===== src/rtl/sel_rr_scheduler.sv =====
// sel_rr_scheduler
//
// Clocked round-robin front end for the shared 32-way asynchronous selector.
// One requester is picked per transaction. Its one-hot mask is presented
// on o_valid and held stable for SETUP_CYCLES before o_drive issues a
// 2-phase request. The selector's 2-phase free / freeNext acknowledgements
// are synchronised, and the scheduler then returns a one-cycle done pulse to
// the winner. If the selector does not answer within TIMEOUT cycles, the
// scheduler parks in an error state until software clears it.
//
// Ports
//   clk          single clock
//   rst          asynchronous, active-low reset
//   i_req        level request, one bit per requester
//   o_gnt        one-hot grant, held for the whole transaction
//   o_done       one-cycle one-hot completion pulse to the winner
//   o_valid      valid mask to the selector (equals o_gnt while granted)
//   o_drive      2-phase request to the selector, toggles once per transaction
//   i_free       2-phase ack from the selector (asynchronous)
//   i_freeNext   2-phase downstream-free from the selector (asynchronous)
//   o_busy       high whenever the scheduler is not idle
//   o_err        sticky timeout flag
//   i_clr        clears o_err and returns the scheduler to idle

module sel_rr_scheduler #(
    parameter int unsigned DATA_WIDTH   = 32,
    parameter int unsigned SYNC_STAGES  = 2,
    parameter int unsigned SETUP_CYCLES = 2,
    parameter int unsigned TIMEOUT      = 255
) (
    input  logic                  clk,
    input  logic                  rst,
    input  logic [DATA_WIDTH-1:0] i_req,
    output logic [DATA_WIDTH-1:0] o_gnt,
    output logic [DATA_WIDTH-1:0] o_done,
    output logic [DATA_WIDTH-1:0] o_valid,
    output logic                  o_drive,
    input  logic                  i_free,
    input  logic                  i_freeNext,
    output logic                  o_busy,
    output logic                  o_err,
    input  logic                  i_clr
);

    localparam int unsigned PTR_W = (DATA_WIDTH > 1) ? $clog2(DATA_WIDTH) : 1;
    localparam int unsigned SET_W = (SETUP_CYCLES > 1) ? $clog2(SETUP_CYCLES) : 1;

    localparam logic [PTR_W-1:0] LAST_IDX   = PTR_W'(DATA_WIDTH - 1);
    localparam logic [SET_W-1:0] SETUP_LAST = SET_W'(SETUP_CYCLES - 1);
    localparam logic [7:0]       TMO_LIMIT  = 8'(TIMEOUT);

    typedef enum logic [2:0] {
        IDLE      = 3'd0,
        ARB       = 3'd1,
        SETUP     = 3'd2,
        WAIT_FREE = 3'd3,
        WAIT_DONE = 3'd4,
        COMPLETE  = 3'd5,
        ERROR     = 3'd6
    } state_t;

    state_t                  state_q,  state_d;
    logic [DATA_WIDTH-1:0]   req_q,    req_d;
    logic [PTR_W-1:0]        ptr_q,    ptr_d;
    logic [PTR_W-1:0]        winner_q, winner_d;
    logic [DATA_WIDTH-1:0]   gnt_q,    gnt_d;
    logic [DATA_WIDTH-1:0]   done_q,   done_d;
    logic                    drive_q,  drive_d;
    logic                    err_q,    err_d;
    logic [SET_W-1:0]        setup_q,  setup_d;
    logic [7:0]              tmo_q,    tmo_d;
    logic                    init_q,   init_d;

    logic [SYNC_STAGES-1:0]  free_sync_q, free_sync_d;
    logic [SYNC_STAGES-1:0]  nxt_sync_q,  nxt_sync_d;
    logic                    free_ph_q,   free_ph_d;
    logic                    nxt_ph_q,    nxt_ph_d;

    logic                    free_s;
    logic                    nxt_s;
    logic                    free_ev;
    logic                    nxt_ev;
    logic [PTR_W-1:0]        arb_idx;
    logic [PTR_W-1:0]        ptr_inc;

    // First requester at or above ptr, wrapping past the top index.
    function automatic logic [PTR_W-1:0] rr_pick(
        input logic [DATA_WIDTH-1:0] req,
        input logic [PTR_W-1:0]      ptr
    );
        int unsigned pos;
        logic        found;
        rr_pick = ptr;
        found   = 1'b0;
        for (int unsigned i = 0; i < DATA_WIDTH; i++) begin
            pos = 32'(ptr) + i;
            if (pos >= DATA_WIDTH) begin
                pos = pos - DATA_WIDTH;
            end
            if (!found && req[pos[PTR_W-1:0]]) begin
                found   = 1'b1;
                rr_pick = pos[PTR_W-1:0];
            end
        end
    endfunction

    // Synchronizer chains: shift toward the MSB; the MSB is the synced value.
    always_comb begin
        free_sync_d = {free_sync_q[SYNC_STAGES-2:0], i_free};
        nxt_sync_d  = {nxt_sync_q[SYNC_STAGES-2:0],  i_freeNext};
    end

    assign free_s  = free_sync_q[SYNC_STAGES-1];
    assign nxt_s   = nxt_sync_q[SYNC_STAGES-1];
    // A 2-phase event is any difference between the synced level and the
    // phase last accepted.
    assign free_ev = free_s ^ free_ph_q;
    assign nxt_ev  = nxt_s ^ nxt_ph_q;

    assign arb_idx = rr_pick(req_q, ptr_q);
    assign ptr_inc = (winner_q == LAST_IDX) ? '0 : winner_q + 1'b1;

    // Requests are registered once before IDLE looks at them. This gives
    // a grant two edges after the edge on which the request is first
    // present.
    assign req_d = i_req;

    always_comb begin
        state_d   = state_q;
        ptr_d     = ptr_q;
        winner_d  = winner_q;
        gnt_d     = gnt_q;
        done_d    = '0;
        drive_d   = drive_q;
        err_d     = err_q;
        setup_d   = setup_q;
        tmo_d     = tmo_q;
        free_ph_d = free_ph_q;
        nxt_ph_d  = nxt_ph_q;
        init_d    = 1'b1;

        // First cycle out of reset: adopt whatever the chains now show.
        if (!init_q) begin
            free_ph_d = free_s;
            nxt_ph_d  = nxt_s;
        end

        unique case (state_q)
            IDLE: begin
                // Stray selector edges are absorbed while no transaction is
                // in flight.
                free_ph_d = free_s;
                nxt_ph_d  = nxt_s;
                if (|req_q) begin
                    state_d = ARB;
                end
            end

            ARB: begin
                free_ph_d = free_s;
                nxt_ph_d  = nxt_s;
                if (|req_q) begin
                    winner_d = arb_idx;
                    gnt_d    = DATA_WIDTH'(1) << arb_idx;
                    setup_d  = '0;
                    state_d  = SETUP;
                end else begin
                    state_d  = IDLE;
                end
            end

            SETUP: begin
                free_ph_d = free_s;
                nxt_ph_d  = nxt_s;
                if (setup_q == SETUP_LAST) begin
                    drive_d = ~drive_q;
                    tmo_d   = '0;
                    state_d = WAIT_FREE;
                end else begin
                    setup_d = setup_q + 1'b1;
                end
            end

            WAIT_FREE: begin
                if (free_ev) begin
                    free_ph_d = free_s;
                    if (nxt_ev) begin
                        // Both acknowledgements in one cycle: skip WAIT_DONE.
                        nxt_ph_d = nxt_s;
                        done_d   = gnt_q;
                        gnt_d    = '0;
                        ptr_d    = ptr_inc;
                        state_d  = COMPLETE;
                    end else begin
                        state_d  = WAIT_DONE;
                    end
                end else begin
                    tmo_d = tmo_q + 8'd1;
                    if (tmo_q + 8'd1 == TMO_LIMIT) begin
                        err_d   = 1'b1;
                        gnt_d   = '0;
                        state_d = ERROR;
                    end
                end
            end

            WAIT_DONE: begin
                if (nxt_ev) begin
                    nxt_ph_d = nxt_s;
                    done_d   = gnt_q;
                    gnt_d    = '0;
                    ptr_d    = ptr_inc;
                    state_d  = COMPLETE;
                end else begin
                    // The budget covers WAIT_FREE and WAIT_DONE together.
                    tmo_d = tmo_q + 8'd1;
                    if (tmo_q + 8'd1 == TMO_LIMIT) begin
                        err_d   = 1'b1;
                        gnt_d   = '0;
                        state_d = ERROR;
                    end
                end
            end

            COMPLETE: begin
                free_ph_d = free_s;
                nxt_ph_d  = nxt_s;
                state_d   = IDLE;
            end

            ERROR: begin
                if (i_clr) begin
                    err_d     = 1'b0;
                    free_ph_d = free_s;
                    nxt_ph_d  = nxt_s;
                    state_d   = IDLE;
                end
            end

            default: begin
                state_d = IDLE;
            end
        endcase
    end

    always_ff @(posedge clk or negedge rst) begin
        if (!rst) begin
            state_q     <= IDLE;
            req_q       <= '0;
            ptr_q       <= '0;
            winner_q    <= '0;
            gnt_q       <= '0;
            done_q      <= '0;
            drive_q     <= 1'b0;
            err_q       <= 1'b0;
            setup_q     <= '0;
            tmo_q       <= '0;
            init_q      <= 1'b0;
            free_sync_q <= '0;
            nxt_sync_q  <= '0;
            free_ph_q   <= 1'b0;
            nxt_ph_q    <= 1'b0;
        end else begin
            state_q     <= state_d;
            req_q       <= req_d;
            ptr_q       <= ptr_d;
            winner_q    <= winner_d;
            gnt_q       <= gnt_d;
            done_q      <= done_d;
            drive_q     <= drive_d;
            err_q       <= err_d;
            setup_q     <= setup_d;
            tmo_q       <= tmo_d;
            init_q      <= init_d;
            free_sync_q <= free_sync_d;
            nxt_sync_q  <= nxt_sync_d;
            free_ph_q   <= free_ph_d;
            nxt_ph_q    <= nxt_ph_d;
        end
    end

    assign o_gnt   = gnt_q;
    assign o_valid = gnt_q;
    assign o_done  = done_q;
    assign o_drive = drive_q;
    assign o_busy  = (state_q != IDLE);
    assign o_err   = err_q;

endmodule


===== config.mk =====
export PLATFORM = sky130hd
export DESIGN_NAME = sel_rr_scheduler
export DESIGN_NICKNAME = d
export VERILOG_FILES = /design/src/rtl/sel_rr_scheduler.sv
export SDC_FILE = /design/constraint.sdc
export NUM_CORES = 1
export LEC_CHECK = 0
export BUFFER_PORTS_ARGS = -buffer_cell sky130_fd_sc_hd__buf_2
export CORE_MARGIN = 8
export CORE_UTILIZATION = 52
export CTS_CLUSTER_SIZE = 16
export DETAILED_ROUTE_END_ITERATION = 8
export PLACE_DENSITY_LB_ADDON = 0.3
export SLEW_MARGIN = 10
export SYNTH_ARGS = -nofsm -noshare
export SYNTH_HDL_FRONTEND = slang
export SYNTH_SLANG_ARGS = --single-unit

===== constraint.sdc =====
create_clock -name clk -period 19.1 [get_ports clk]
set_input_delay 1.91 -clock clk [delete_from_list [all_inputs] [get_ports clk]]
set_output_delay 1.91 -clock clk [all_outputs]
set_load 0.02 [all_outputs]

==> impl_metrics.csv <==
group,metric,value,unit
run_status,status,"finished clean",
floorplan,rows,55,
final_layout,syn_to_final_growth,10.3,%
floorplan,die_width,167,um
logic_synthesis,synth_nets,1314,
placed_design,portBuffers,135,
hold_path,hold_end,"nxt_sync_q[1]",
logic_synthesis,synthDistinctLibCells,94,
final_layout,multi_input_area,7940,um^2
detailed_routing,wirelength,42400,um
final_layout,regArea,3180,um^2
sta,timing.fmax,124,MHz
final_layout,layout_common_cells,"nand2_1 (136), buf_2 (134), dfrtp_1 (125), o21ai_0 (89)",
floorplan,die_area,27700,um^2
grt,track_usage,0.300,
sta,fin_crit_sh,0.423,
grt,grt_max_degree,79,
critical_path,arrival,8430,ps
detailed_routing,firstDrtPassIters,6,
sta,layout_min_cycle_time,8080,ps
critical_path,timing.rr.start,"ptr_q[0]",
logic_synthesis,syn_area,11800,um^2
logic_synthesis,ys_warn_count,0,
cts,cts_sinks,127,
critical_path,cp-end-kind,"flip-flop",
critical_path,required,19440,ps
sta,slew_headroom,0.117,
grt,grt_pass1_wl,65100,um
cts,clockBufferDepth,2,
cts,cts_resized,0,
detailed_routing,detail-route-antenna-nets,0,
critical_path,rrSetupSlack,11020,ps
cts,cts_setup_buffers,0,
final_layout,n_antenna_cell,0,
floorplan,start_util,0.525,
placed_design,place_area,12400,um^2
detailed_routing,vias,11100,
floorplan,fp.dieH,167,um
cts,cts_hold_buf,0,
final_layout,nFillCells,1979,
critical_path,worst_setup_path_start_kind,"flip-flop",
cts,insertion_delay,430,ps
final_layout,finalNetCount,1390,
logic_synthesis,synth_ff_type,"dfrtp_1",
cts,cts_root_buffer,"clkbuf_16",
detailed_routing,detail_route.iter0.violations,1548,
floorplan,io_pins,136,
cts,clkSlewWorstSetupHoldPaths,60,ps
final_layout,final_common_cell,"nand2_1",
final_layout,drive_gt1_frac,0.257,
final_layout,final_area,13000,um^2
detailed_routing,drc,0,
grt,grt_pass1_vias,10700,
floorplan,core_area,22400,um^2
critical_path,critical_path_class,"flip-flop to flip-flop",
logic_synthesis,synth-edff-count,0,
sta,worst_pin_slew,1310,ps
critical_path,cp-startpoint,"ptr_q[0]",
flow_run,max_cap_violations,0,
sta,rsz0062_at_grt,"false",
hold_path,holdPathStages,0,
placed_design,dp_slack,11220,ps
placed_design,place.detailed.hpwl,32200,um
cts,numCtsBuffers,17,
logic_synthesis,synth_cells,1261,
logic_synthesis,syn_area_per_cell,9.34,um^2
detailed_routing,wl_per_cell,26.0,um
grt,antenna_found_initial,0,
logic_synthesis,ys_ff_latch,127,
grt,overflow,0,
sta,finalSetupViolCount,0,
cts,h-tree-depth,4,
critical_path,r2r-end,"o_gnt[1]",
sta,drv_slew,0,
hold_path,min-delay-start,"nxt_sync_q[0]",
sta,clock_skew,15.9,ps
sta,setup_tns,0,ps
sta,setup_slack,11020,ps
cts,cts_tree,"built",
critical_path,cp_max_fo,72,
placed_design,place_inst,1603,
critical_path,r2r_cells,17,
sta,hold_viol,0,
final_layout,final_cells,1633,
detailed_routing,viasPerCell,6.82,
logic_synthesis,synthArstFlopShare,1.00,
logic_synthesis,seq_area_frac_synth,0.270,
placed_design,gp_congestion,1.04,
hold_path,hold_path.class,"flip-flop to flip-flop",
==> final cells by class <==
type,count,share of cell area
Clock buffer,18,0.0338
Tap cell,285,0.0274
Timing Repair Buffer,157,0.0649
Multi-Input combinational cell,1007,0.611
Sequential cell,127,0.245
Clock inverter,12,0.0106
Inverter,27,0.00780
==> registers in the layout (all words and copies together), names as in the netlist <==
name / count
o_drive: 1
winner_q: 5
nxt_ph_q: 1
tmo_q: 8
req_q: 32
free_ph_q: 1
init_q: 1
ptr_q: 5
setup_q: 1
state_q: 3
o_err: 1
nxt_sync_q: 2
o_gnt: 32
o_done: 32
free_sync_q: 2
==> routing by layer <==
metal / up-vias / global-route usage / wire length [um]
met2: 711 / 0.458 / 19100
met5: - / 0 / 0
li1: 4891 / - / -
met4: 0 / 0.153 / 2190
met1: 5386 / 0.379 / 16300
met3: 148 / 0.0943 / 4880
==> through the flow <==
| step | utilization | hold WS, ps |
|---|---|---|
| 2_1_floorplan | - | 331 |
| 3_3_place_gp | 0.554 | 334 |
| 3_5_place_dp | 0.554 | 341 |
| 4_1_cts | 0.579 | 353 |
| 5_1_grt | 0.579 | 354 |
| 6_report | 0.579 | 351 |
==> cell usage after synthesis, types with 10 or more instances <==
| cell type | instances | share of area |
|---|---|---|
| nor3_1 | 15 | 0.0064 |
| o21ai_0 | 89 | 0.038 |
| nor2b_1 | 10 | 0.0053 |
| ha_1 | 16 | 0.017 |
| nand3_1 | 51 | 0.022 |
| inv_1 | 25 | 0.0080 |
| a21oi_1 | 49 | 0.021 |
| nor4_1 | 15 | 0.0080 |
| xnor2_1 | 33 | 0.025 |
| clkbuf_1 | 36 | 0.011 |
| buf_4 | 35 | 0.022 |
| o21ai_1 | 17 | 0.0072 |
| dfrtp_1 | 127 | 0.27 |
| nand2_1 | 136 | 0.043 |
| mux2i_1 | 80 | 0.068 |
| mux2_2 | 65 | 0.062 |
| o211ai_1 | 21 | 0.013 |
| nor2_1 | 81 | 0.026 |
| nand2b_1 | 14 | 0.0074 |
| nand4_1 | 12 | 0.0064 |
| buf_2 | 16 | 0.0068 |
| o22ai_1 | 15 | 0.0080 |
| and2_1 | 38 | 0.020 |
| xor2_1 | 10 | 0.0074 |
| or3_1 | 11 | 0.0058 |
| mux4_2 | 68 | 0.13 |
==> how the worst max path moves through the flow <==
stage,end,depth (start not counted),slack (ps)
2_1_floorplan,o_gnt[13],22,12960
5_1_grt,o_gnt[31],16,10600
3_3_place_gp,o_gnt[0],16,11290
6_report,o_gnt[1],17,11020
4_1_cts,o_gnt[1],17,11200
3_5_place_dp,o_gnt[1],17,11220
==> worst max-delay path, cell delays in order (launching register included) <==
cell     delay, ps
dfrtp_2        330
buf_4          640
inv_2          510
ha_1           860
buf_4          480
mux4_1         720
mux2_2         350
mux2i_2        280
mux2i_1        340
or3_4          500
or4_1          930
nor3_4         590
o21ai_0        270
o31ai_4        110
nor2b_1        100
a31oi_4        310
or3b_1         450
o21ai_1        170
==> cell families after synthesis <==
kind of cell / after synthesis / share of synthesized area
AO/OA/AOI/OAI: 309 / 0.176
multiplexers: 216 / 0.266
other: 1 / 0.000318
buffers and inverters: 127 / 0.0581
AND/OR/NAND/NOR: 420 / 0.179
adder cells (fa/ha/maj): 16 / 0.0170
flip-flops: 127 / 0.270
XOR/XNOR: 45 / 0.0347
Power is not shown: default switching activity piles up to over one toggle a cycle in this logic, so the estimate is an artifact.
